$ cat src/rtl/lsu_pkg.sv
// Shared types and helpers for the load/store unit: FSM states, access-width
// encodings and the alignment test.
package lsu_pkg;

   typedef enum logic [1:0] {
      IDLE  = 2'd0,
      BEAT0 = 2'd1,
      BEAT1 = 2'd2,
      RESP  = 2'd3
   } lsu_state_t;

   // Access widths in bytes
   localparam logic [3:0] W_BYTE  = 4'd1;
   localparam logic [3:0] W_HALF  = 4'd2;
   localparam logic [3:0] W_WORD  = 4'd4;
   localparam logic [3:0] W_DWORD = 4'd8;

   // The 3-bit width field carries the byte count directly; 8 does not fit,
   // so its truncated encoding 3'b000 stands for a doubleword.
   function automatic logic [3:0] width_bytes(input logic [2:0] w);
      return (w == 3'd0) ? W_DWORD : {1'b0, w};
   endfunction

   // Legal widths are 1/2/4, plus 8 on an 8-byte bus
   function automatic logic width_legal(input logic [2:0] w, input int unsigned bus_bytes);
      logic [3:0] wb;
      wb = width_bytes(w);
      return (wb == W_BYTE) || (wb == W_HALF) || (wb == W_WORD) ||
             ((wb == W_DWORD) && (bus_bytes == 32'd8));
   endfunction

   // An access fits one bus word when its last byte stays inside the word
   function automatic logic is_aligned(input int unsigned off, input int unsigned wbytes,
                                       input int unsigned bus_bytes);
      return (off + wbytes) <= bus_bytes;
   endfunction

endpackage

$ cat src/rtl/lsu_t_lane.sv
// Byte-lane steering for one access: write-lane mask, write-data shift and
// read-data extraction with zero/sign extension. NW is the number of bus
// words the access window spans (2 when misaligned accesses are split).
module lsu_lane_t
   import lsu_pkg::*;
#(
   parameter  int unsigned BUS_BYTES = 4,
   parameter  int unsigned NW        = 1,
   localparam int unsigned XLEN      = 8 * BUS_BYTES,
   localparam int unsigned OFF_W     = $clog2(BUS_BYTES),
   localparam int unsigned WB        = NW * BUS_BYTES,
   localparam int unsigned W         = NW * XLEN
) (
   input  logic [OFF_W-1:0] off_i,
   input  logic [3:0]       wbytes_i,
   input  logic             signed_i,
   input  logic [XLEN-1:0]  wdata_i,
   input  logic [W-1:0]     rdata_i,
   output logic [WB-1:0]    mask_c_o,
   output logic [W-1:0]     wdata_c_o,
   output logic [XLEN-1:0]  rdata_c_o
);

   logic [XLEN-1:0] shifted;
   logic            msb;

   // Lanes off .. off+wbytes-1 of the window are selected
   always_comb begin
      mask_c_o = '0;
      for (int i = 0; i < int'(WB); i++) begin
         if ((i >= int'(off_i)) && (i < int'(off_i) + int'(wbytes_i))) begin
            mask_c_o[i] = 1'b1;
         end
      end
   end

   assign wdata_c_o = W'(wdata_i) << {off_i, 3'b000};
   assign shifted   = XLEN'(rdata_i >> {off_i, 3'b000});

   // Keep the low wbytes bytes, fill the rest with zero or the top data bit
   always_comb begin
      msb = 1'b0;
      for (int b = 0; b < int'(BUS_BYTES); b++) begin
         if (b + 1 == int'(wbytes_i)) begin
            msb = shifted[8*b+7];
         end
      end
      for (int b = 0; b < int'(BUS_BYTES); b++) begin
         rdata_c_o[8*b +: 8] = (b < int'(wbytes_i)) ? shifted[8*b +: 8] : {8{signed_i & msb}};
      end
   end

endmodule

$ cat src/rtl/lsu_t.sv
// Load/store unit: turns byte/half/word(/dword) requests into aligned bus
// beats and returns extended read data. Define LSU_MISALIGNED_EN to split
// word-crossing accesses into two beats; otherwise they return an error.
module lsu_t
   import lsu_pkg::*;
#(
   parameter int unsigned BUS_BYTES = 4,
   parameter int unsigned ADDR_W    = 32
) (
   input  logic                   clk,
   input  logic                   reset,
   input  logic                   req_valid,
   output logic                   req_ready,
   input  logic                   req_write,
   input  logic [2:0]             req_width,
   input  logic                   req_signed,
   input  logic [ADDR_W-1:0]      req_addr,
   input  logic [8*BUS_BYTES-1:0] req_wdata,
   output logic                   resp_valid,
   input  logic                   resp_ready,
   output logic [8*BUS_BYTES-1:0] resp_rdata,
   output logic                   resp_err,
   output logic                   bus_valid,
   input  logic                   bus_ready,
   output logic [ADDR_W-1:0]      bus_addr,
   output logic [BUS_BYTES-1:0]   bus_wmask,
   output logic [8*BUS_BYTES-1:0] bus_wdata,
   input  logic [8*BUS_BYTES-1:0] bus_rdata
);

   localparam int unsigned XLEN  = 8 * BUS_BYTES;
   localparam int unsigned OFF_W = $clog2(BUS_BYTES);
`ifdef LSU_MISALIGNED_EN
   localparam int unsigned NW = 2;
`else
   localparam int unsigned NW = 1;
`endif

   lsu_state_t             state_q, state_d;
   logic [OFF_W-1:0]       off_q, off_d;
   logic [3:0]             wb_q, wb_d;
   logic                   write_q, write_d;
   logic                   signed_q, signed_d;
   logic [XLEN-1:0]        wdata_q, wdata_d;
   logic                   req_ready_q, req_ready_d;
   logic                   bus_valid_q, bus_valid_d;
   logic [ADDR_W-1:0]      bus_addr_q, bus_addr_d;
   logic [BUS_BYTES-1:0]   bus_wmask_q, bus_wmask_d;
   logic [XLEN-1:0]        bus_wdata_q, bus_wdata_d;
   logic                   resp_valid_q, resp_valid_d;
   logic [XLEN-1:0]        resp_rdata_q, resp_rdata_d;
   logic                   resp_err_q, resp_err_d;
`ifdef LSU_MISALIGNED_EN
   logic [XLEN-1:0]        lo_q, lo_d;
   logic                   cur_aligned;
`endif

   logic                   req_bad;
   logic                   finish;
   logic [OFF_W-1:0]       l_off;
   logic [3:0]             l_wb;
   logic [XLEN-1:0]        l_wdata;
   logic [NW*XLEN-1:0]     l_rdata;
   logic [NW*BUS_BYTES-1:0] l_mask;
   logic [NW*XLEN-1:0]     l_wsh;
   logic [XLEN-1:0]        l_rext;

   // Lane unit sees the incoming request in IDLE, the captured one afterwards
   always_comb begin
      if (state_q == IDLE) begin
         l_off   = req_addr[OFF_W-1:0];
         l_wb    = width_bytes(req_width);
         l_wdata = req_wdata;
      end else begin
         l_off   = off_q;
         l_wb    = wb_q;
         l_wdata = wdata_q;
      end
`ifdef LSU_MISALIGNED_EN
      l_rdata = (state_q == BEAT1) ? {bus_rdata, lo_q} : {{XLEN{1'b0}}, bus_rdata};
`else
      l_rdata = bus_rdata;
`endif
   end

   lsu_lane_t #(
      .BUS_BYTES (BUS_BYTES),
      .NW        (NW)
   ) u_lane (
      .off_i     (l_off),
      .wbytes_i  (l_wb),
      .signed_i  (signed_q),
      .wdata_i   (l_wdata),
      .rdata_i   (l_rdata),
      .mask_c_o  (l_mask),
      .wdata_c_o (l_wsh),
      .rdata_c_o (l_rext)
   );

   // Requests answered with an error and no bus beat
   always_comb begin
      req_bad = !width_legal(req_width, BUS_BYTES);
`ifndef LSU_MISALIGNED_EN
      if (!is_aligned(32'(req_addr[OFF_W-1:0]), 32'(width_bytes(req_width)), BUS_BYTES)) begin
         req_bad = 1'b1;
      end
`endif
   end

`ifdef LSU_MISALIGNED_EN
   assign cur_aligned = is_aligned(32'(off_q), 32'(wb_q), BUS_BYTES);
`endif

   // Next-state and registered-output logic
   always_comb begin
      state_d      = state_q;
      off_d        = off_q;
      wb_d         = wb_q;
      write_d      = write_q;
      signed_d     = signed_q;
      wdata_d      = wdata_q;
      bus_valid_d  = bus_valid_q;
      bus_addr_d   = bus_addr_q;
      bus_wmask_d  = bus_wmask_q;
      bus_wdata_d  = bus_wdata_q;
      resp_valid_d = resp_valid_q;
      resp_rdata_d = resp_rdata_q;
      resp_err_d   = resp_err_q;
`ifdef LSU_MISALIGNED_EN
      lo_d         = lo_q;
`endif
      finish       = 1'b0;

      case (state_q)
         IDLE: begin
            if (req_valid) begin
               off_d    = req_addr[OFF_W-1:0];
               wb_d     = width_bytes(req_width);
               write_d  = req_write;
               signed_d = req_signed;
               wdata_d  = req_wdata;
               if (req_bad) begin
                  state_d      = RESP;
                  resp_valid_d = 1'b1;
                  resp_err_d   = 1'b1;
                  resp_rdata_d = '0;
               end else begin
                  state_d     = BEAT0;
                  bus_valid_d = 1'b1;
                  bus_addr_d  = {req_addr[ADDR_W-1:OFF_W], {OFF_W{1'b0}}};
                  bus_wmask_d = req_write ? l_mask[BUS_BYTES-1:0] : '0;
                  bus_wdata_d = l_wsh[XLEN-1:0];
               end
            end
         end
         BEAT0: begin
            if (bus_ready) begin
`ifdef LSU_MISALIGNED_EN
               if (!cur_aligned) begin
                  state_d     = BEAT1;
                  lo_d        = bus_rdata;
                  bus_addr_d  = bus_addr_q + ADDR_W'(BUS_BYTES);
                  bus_wmask_d = write_q ? l_mask[2*BUS_BYTES-1:BUS_BYTES] : '0;
                  bus_wdata_d = l_wsh[2*XLEN-1:XLEN];
               end else begin
                  finish = 1'b1;
               end
`else
               finish = 1'b1;
`endif
            end
         end
`ifdef LSU_MISALIGNED_EN
         BEAT1: begin
            if (bus_ready) begin
               finish = 1'b1;
            end
         end
`endif
         RESP: begin
            if (resp_ready) begin
               resp_valid_d = 1'b0;
               state_d      = IDLE;
            end
         end
         default: state_d = IDLE;
      endcase

      if (finish) begin
         state_d      = RESP;
         bus_valid_d  = 1'b0;
         bus_wmask_d  = '0;
         resp_valid_d = 1'b1;
         resp_err_d   = 1'b0;
         resp_rdata_d = write_q ? '0 : l_rext;
      end

      req_ready_d = (state_d == IDLE);
   end

   // State and output registers with synchronous reset
   always_ff @(posedge clk) begin
      if (reset) begin
         state_q      <= IDLE;
         off_q        <= '0;
         wb_q         <= '0;
         write_q      <= 1'b0;
         signed_q     <= 1'b0;
         wdata_q      <= '0;
         req_ready_q  <= 1'b1;
         bus_valid_q  <= 1'b0;
         bus_addr_q   <= '0;
         bus_wmask_q  <= '0;
         bus_wdata_q  <= '0;
         resp_valid_q <= 1'b0;
         resp_rdata_q <= '0;
         resp_err_q   <= 1'b0;
`ifdef LSU_MISALIGNED_EN
         lo_q         <= '0;
`endif
      end else begin
         state_q      <= state_d;
         off_q        <= off_d;
         wb_q         <= wb_d;
         write_q      <= write_d;
         signed_q     <= signed_d;
         wdata_q      <= wdata_d;
         req_ready_q  <= req_ready_d;
         bus_valid_q  <= bus_valid_d;
         bus_addr_q   <= bus_addr_d;
         bus_wmask_q  <= bus_wmask_d;
         bus_wdata_q  <= bus_wdata_d;
         resp_valid_q <= resp_valid_d;
         resp_rdata_q <= resp_rdata_d;
         resp_err_q   <= resp_err_d;
`ifdef LSU_MISALIGNED_EN
         lo_q         <= lo_d;
`endif
      end
   end

   assign req_ready  = req_ready_q;
   assign bus_valid  = bus_valid_q;
   assign bus_addr   = bus_addr_q;
   assign bus_wmask  = bus_wmask_q;
   assign bus_wdata  = bus_wdata_q;
   assign resp_valid = resp_valid_q;
   assign resp_rdata = resp_rdata_q;
   assign resp_err   = resp_err_q;

endmodule

$ cat config.mk
export PLATFORM = sky130hd
export DESIGN_NAME = lsu_t
export DESIGN_NICKNAME = d
export VERILOG_FILES = /design/src/rtl/lsu_pkg.sv /design/src/rtl/lsu_t_lane.sv /design/src/rtl/lsu_t.sv
export SDC_FILE = /design/constraint.sdc
export NUM_CORES = 1
export LEC_CHECK = 0
export CAP_MARGIN = 5
export CORE_ASPECT_RATIO = 1.1
export CORE_MARGIN = 1
export CORE_UTILIZATION = 45
export DETAILED_ROUTE_END_ITERATION = 16
export DONT_BUFFER_PORTS = 1
export SLEW_MARGIN = 20
export SYNTH_ARGS = -nofsm -noshare
export SYNTH_HDL_FRONTEND = slang
export SYNTH_SLANG_ARGS = --single-unit
export TNS_END_PERCENT = 100
$ cat constraint.sdc
create_clock -name clk -period 3.9 [get_ports clk]
set_clock_uncertainty 0.2 [all_clocks]
set_input_delay 0.585 -clock clk [delete_from_list [all_inputs] [get_ports clk]]
set_output_delay 0.585 -clock clk [all_outputs]
set_load 0.05 [all_outputs]
==> impl_metrics.json <==
{
  "drc": 0,
  "globalRouteOverflowTotal": 0,
  "x_dimension_of_the_die_um": 119.5,
  "timing.setup.critical_path_class": "reg2reg",
  "worstReg2RegStart": "state_q[0]",
  "postSynth.topFlopCell": "dfxtp_1",
  "synth_area_per_cell_um2": 8.169,
  "core_area_um2": 14620,
  "grt_pass1_vias": 5698,
  "final_core_utilization": 0.5102,
  "synthDominantCellAreaShare": 0.4221,
  "totalPowerFinal_mw": 3.906,
  "asyncSetResetFlopFracSynth": 0,
  "timing_max_transition_violations_final": 0,
  "final_antenna_net_count": 0,
  "via_count": 5944,
  "top_signal_layer_used": "met4",
  "routed-wl-met3_um": 2013,
  "max_clock_freq_ghz": 0.2799,
  "fin_setup_tns_ps": 0,
  "hold_ws_ps": 22.85,
  "final_layout_size_suffix_gt1_frac": 0.08791,
  "leakagePower_nw": 2.916,
  "rows": 46,
  "worst_slew_margin_relative_to_its_limit": 0.4500,
  "routed-wl-met2_um": 9204,
  "clk_pin_slew_ps": 60,
  "final_worst_path_period_need_ps": 3573,
  "num-fill-cells": 1411,
  "wl_met1_um": 8066,
  "post_synth_main_area_contributors": "dfxtp_1, nand2_1, mux2i_1",
  "die-area_um2": 15670,
  "global_route_wire_length_before_repair_um": 30610,
  "cts_made_buffers": 17,
  "cts.path.max_buffers": 2,
  "design.final.nets": 918,
  "worst_slew_pin_slew_ps": 825.1,
  "rsz0062_at_grt": "false",
  "finalWeightedCongestion": 0.8993,
  "timing.final.crit_share": 0.9160,
  "drt_iter0_markers": 489,
  "critical_path_arrival_ps": 3700,
  "status": "completed",
  "synthCells": 836,
  "initial_utilization": 0.4671,
  "timing.final.setup_violations": 0,
  "ir_worst_vdd_mv": 0.2885,
  "crit_slowest_cell": "dfxtp_1",
  "synth_enable_flop_cells": 0,
  "cts_root_buffer": "clkbuf_16",
  "synth_warnings": 0,
  "worstSetupStartpoint": "state_q[0]",
  "synthesis.area_um2": 6829,
  "synth.distinct_cells": 58,
  "area_added_between_synthesis_and_finish_pct": 9.216,
  "drt_pre_antenna_iters": 6,
  "timing_hold_violations_final": 0,
  "io_buffer_count": 0,
  "stdcell_area_um2": 7458,
  "totalWireLength_um": 19950,
  "grt_antenna_before_repair": 0,
  "groute.usage.overall": 0.2503,
  "clock-sinks": 144,
  "critical_path.max_fanout": 12,
  "cts-resized-gates": 0,
  "cap_violations": 0,
  "cts_tree": "done",
  "floorplan.die.height_um": 131.2,
  "regToRegEndpoint": "bus_wmask[2]",
  "clock_tree.htree_level_count": 4,
  "power-per-cell-area_nw_per_um2": 523.7,
  "antenna-diode-count": 0,
  "hpwl_um": 13790,
  "critical_path.startpoint_type": "register",
  "grt_max_degree": 110,
  "postSynthRegisterBits": 144,
  "max_stage_delay_ps": 650,
  "placedInstanceArea_um2": 6857,
  "min_path_type": "in2reg",
  "yosys.area.top_type": "dfxtp_1",
  "crit_path_cells": "or3b_1, and2_1, clkinv_4, ha_1, a211oi_1, mux2i_1, a211oi_1, o21ai_0, a32o_1",
  "cts.repair_timing.setup_buffer_count": 0,
  "synth.yosys.seq_area_share": 0.4221,
  "viasPerCell": 5.879,
  "design.portCount": 210,
  "clock_latency_ps": 430,
  "r2r_slack_ps": 330,
  "wl_per_cell_um": 19.74,
  "cp_data_required_time_ps": 4030,
  "crit_path_to": "bus_wmask[2]",
  "worstRegToRegCells": 9,
  "cp-end-kind": "register",
  "critical_path.most_common_cell": "a211oi_1"
}
-- worst max-delay path: cells and delay by family (launching register included) --
family | cells | cell delay, ps
fa+ha+maj | 1 | 350
buf+inv | 1 | 260
flops | 1 | 650
mux | 1 | 100
compound gates | 4 | 1050
simple gates | 2 | 850
-- where the power goes --
group	switching, mW	internal [mW]
sequential	0.195	1.54
combinational	0.385	0.226
clock	0.715	0.844
-- cells in the mapped netlist, drive strengths merged, types with 9 or more instances --
cell type / number
clkbuf: 40
nand3: 19
nor3: 27
dfxtp: 144
o22ai: 9
inv: 10
nor2b: 9
o21ai: 15
nor2: 53
a32o: 10
a221o: 9
a21oi: 103
mux2i: 56
buf: 27
mux2: 10
nand2: 205
a211oi: 26
-- through the flow --
stage	instances	worst slack, ps
floorplan	837	523.4
global placement	977	387.6
detailed placement	977	346.8
CTS	1009	340.2
global route	1011	58.97
finish	1011	327.5
-- logic make-up after synthesis --
group / share of synthesized area
fa+ha+maj: 0.01319
other cells: 0.0005491
buf+inv: 0.05625
compound gates: 0.1929
simple gates: 0.2145
flops: 0.4221
mux: 0.1004
-- final cells by class --
type                       count  area [um^2]  share of cell area
inverter                      11        46.29            0.006207
multi-input combinational    615         3580              0.4800
tap                          192        240.2             0.03221
timing repair buffer          17        150.1             0.02013
sequential                   144         2883              0.3865
clock buffer                  17        425.4             0.05704
clock inverter                15        133.9             0.01795
-- routing by layer --
| layer | global-route usage | up-vias |
|---|---|---|
| li1 | - | 2853 |
| met1 | 0.2990 | 2759 |
| met2 | 0.3956 | 294 |
| met3 | 0.08767 | 38 |
| met4 | 0.1250 | 0 |
| met5 | 0 | - |
-- registers in the layout (all words and copies together), names as in the netlist --
signal	count
bus_wdata	32
resp_rdata	32
wdata_q	32
bus_addr	30
bus_wmask	4
wb_q	4
off_q	2
state_q	2
bus_valid	1
req_ready	1
resp_err	1
resp_valid	1
signed_q	1
write_q	1
-- worst min-delay path by stage --
stage | from | endpoint | slack (ps) | cells after the start
4_1_cts | reset | bus_addr[2] | 2 | 1
6_report | reset | bus_addr[4] | 20 | 1
5_1_grt | reset | bus_addr[5] | 6 | 1
2_1_floorplan | signed_q | signed_q | 230 | 2
3_3_place_gp | wdata_q[25] | wdata_q[25] | 230 | 2
3_5_place_dp | wdata_q[26] | wdata_q[26] | 240 | 2
-- repair_timing --
action,in CTS,in global routing
setup endpoints to repair,0,0
hold buffers,0,1
endpoints found under the hold margin,0,4
-- cells in the final DEF, fill, tap and decap left out, drive strengths merged, types with 9 or more instances in the layout --
| cell type | Yosys | layout |
|---|---|---|
| a221o | 9 | 9 |
| nor2 | 53 | 53 |
| a211oi | 26 | 26 |
| a21oi | 103 | 103 |
| o21ai | 15 | 15 |
| inv | 10 | 22 |
| dfxtp | 144 | 144 |
| nand3 | 19 | 19 |
| mux2i | 56 | 56 |
| o22ai | 9 | 9 |
| nand2 | 205 | 205 |
| a32o | 10 | 10 |
| clkbuf | 40 | 17 |
| buf | 27 | 16 |
| nor2b | 9 | 9 |
| nor3 | 27 | 27 |
| mux2 | 10 | 10 |
No activity file was read; power rests on OpenSTA's default activity.
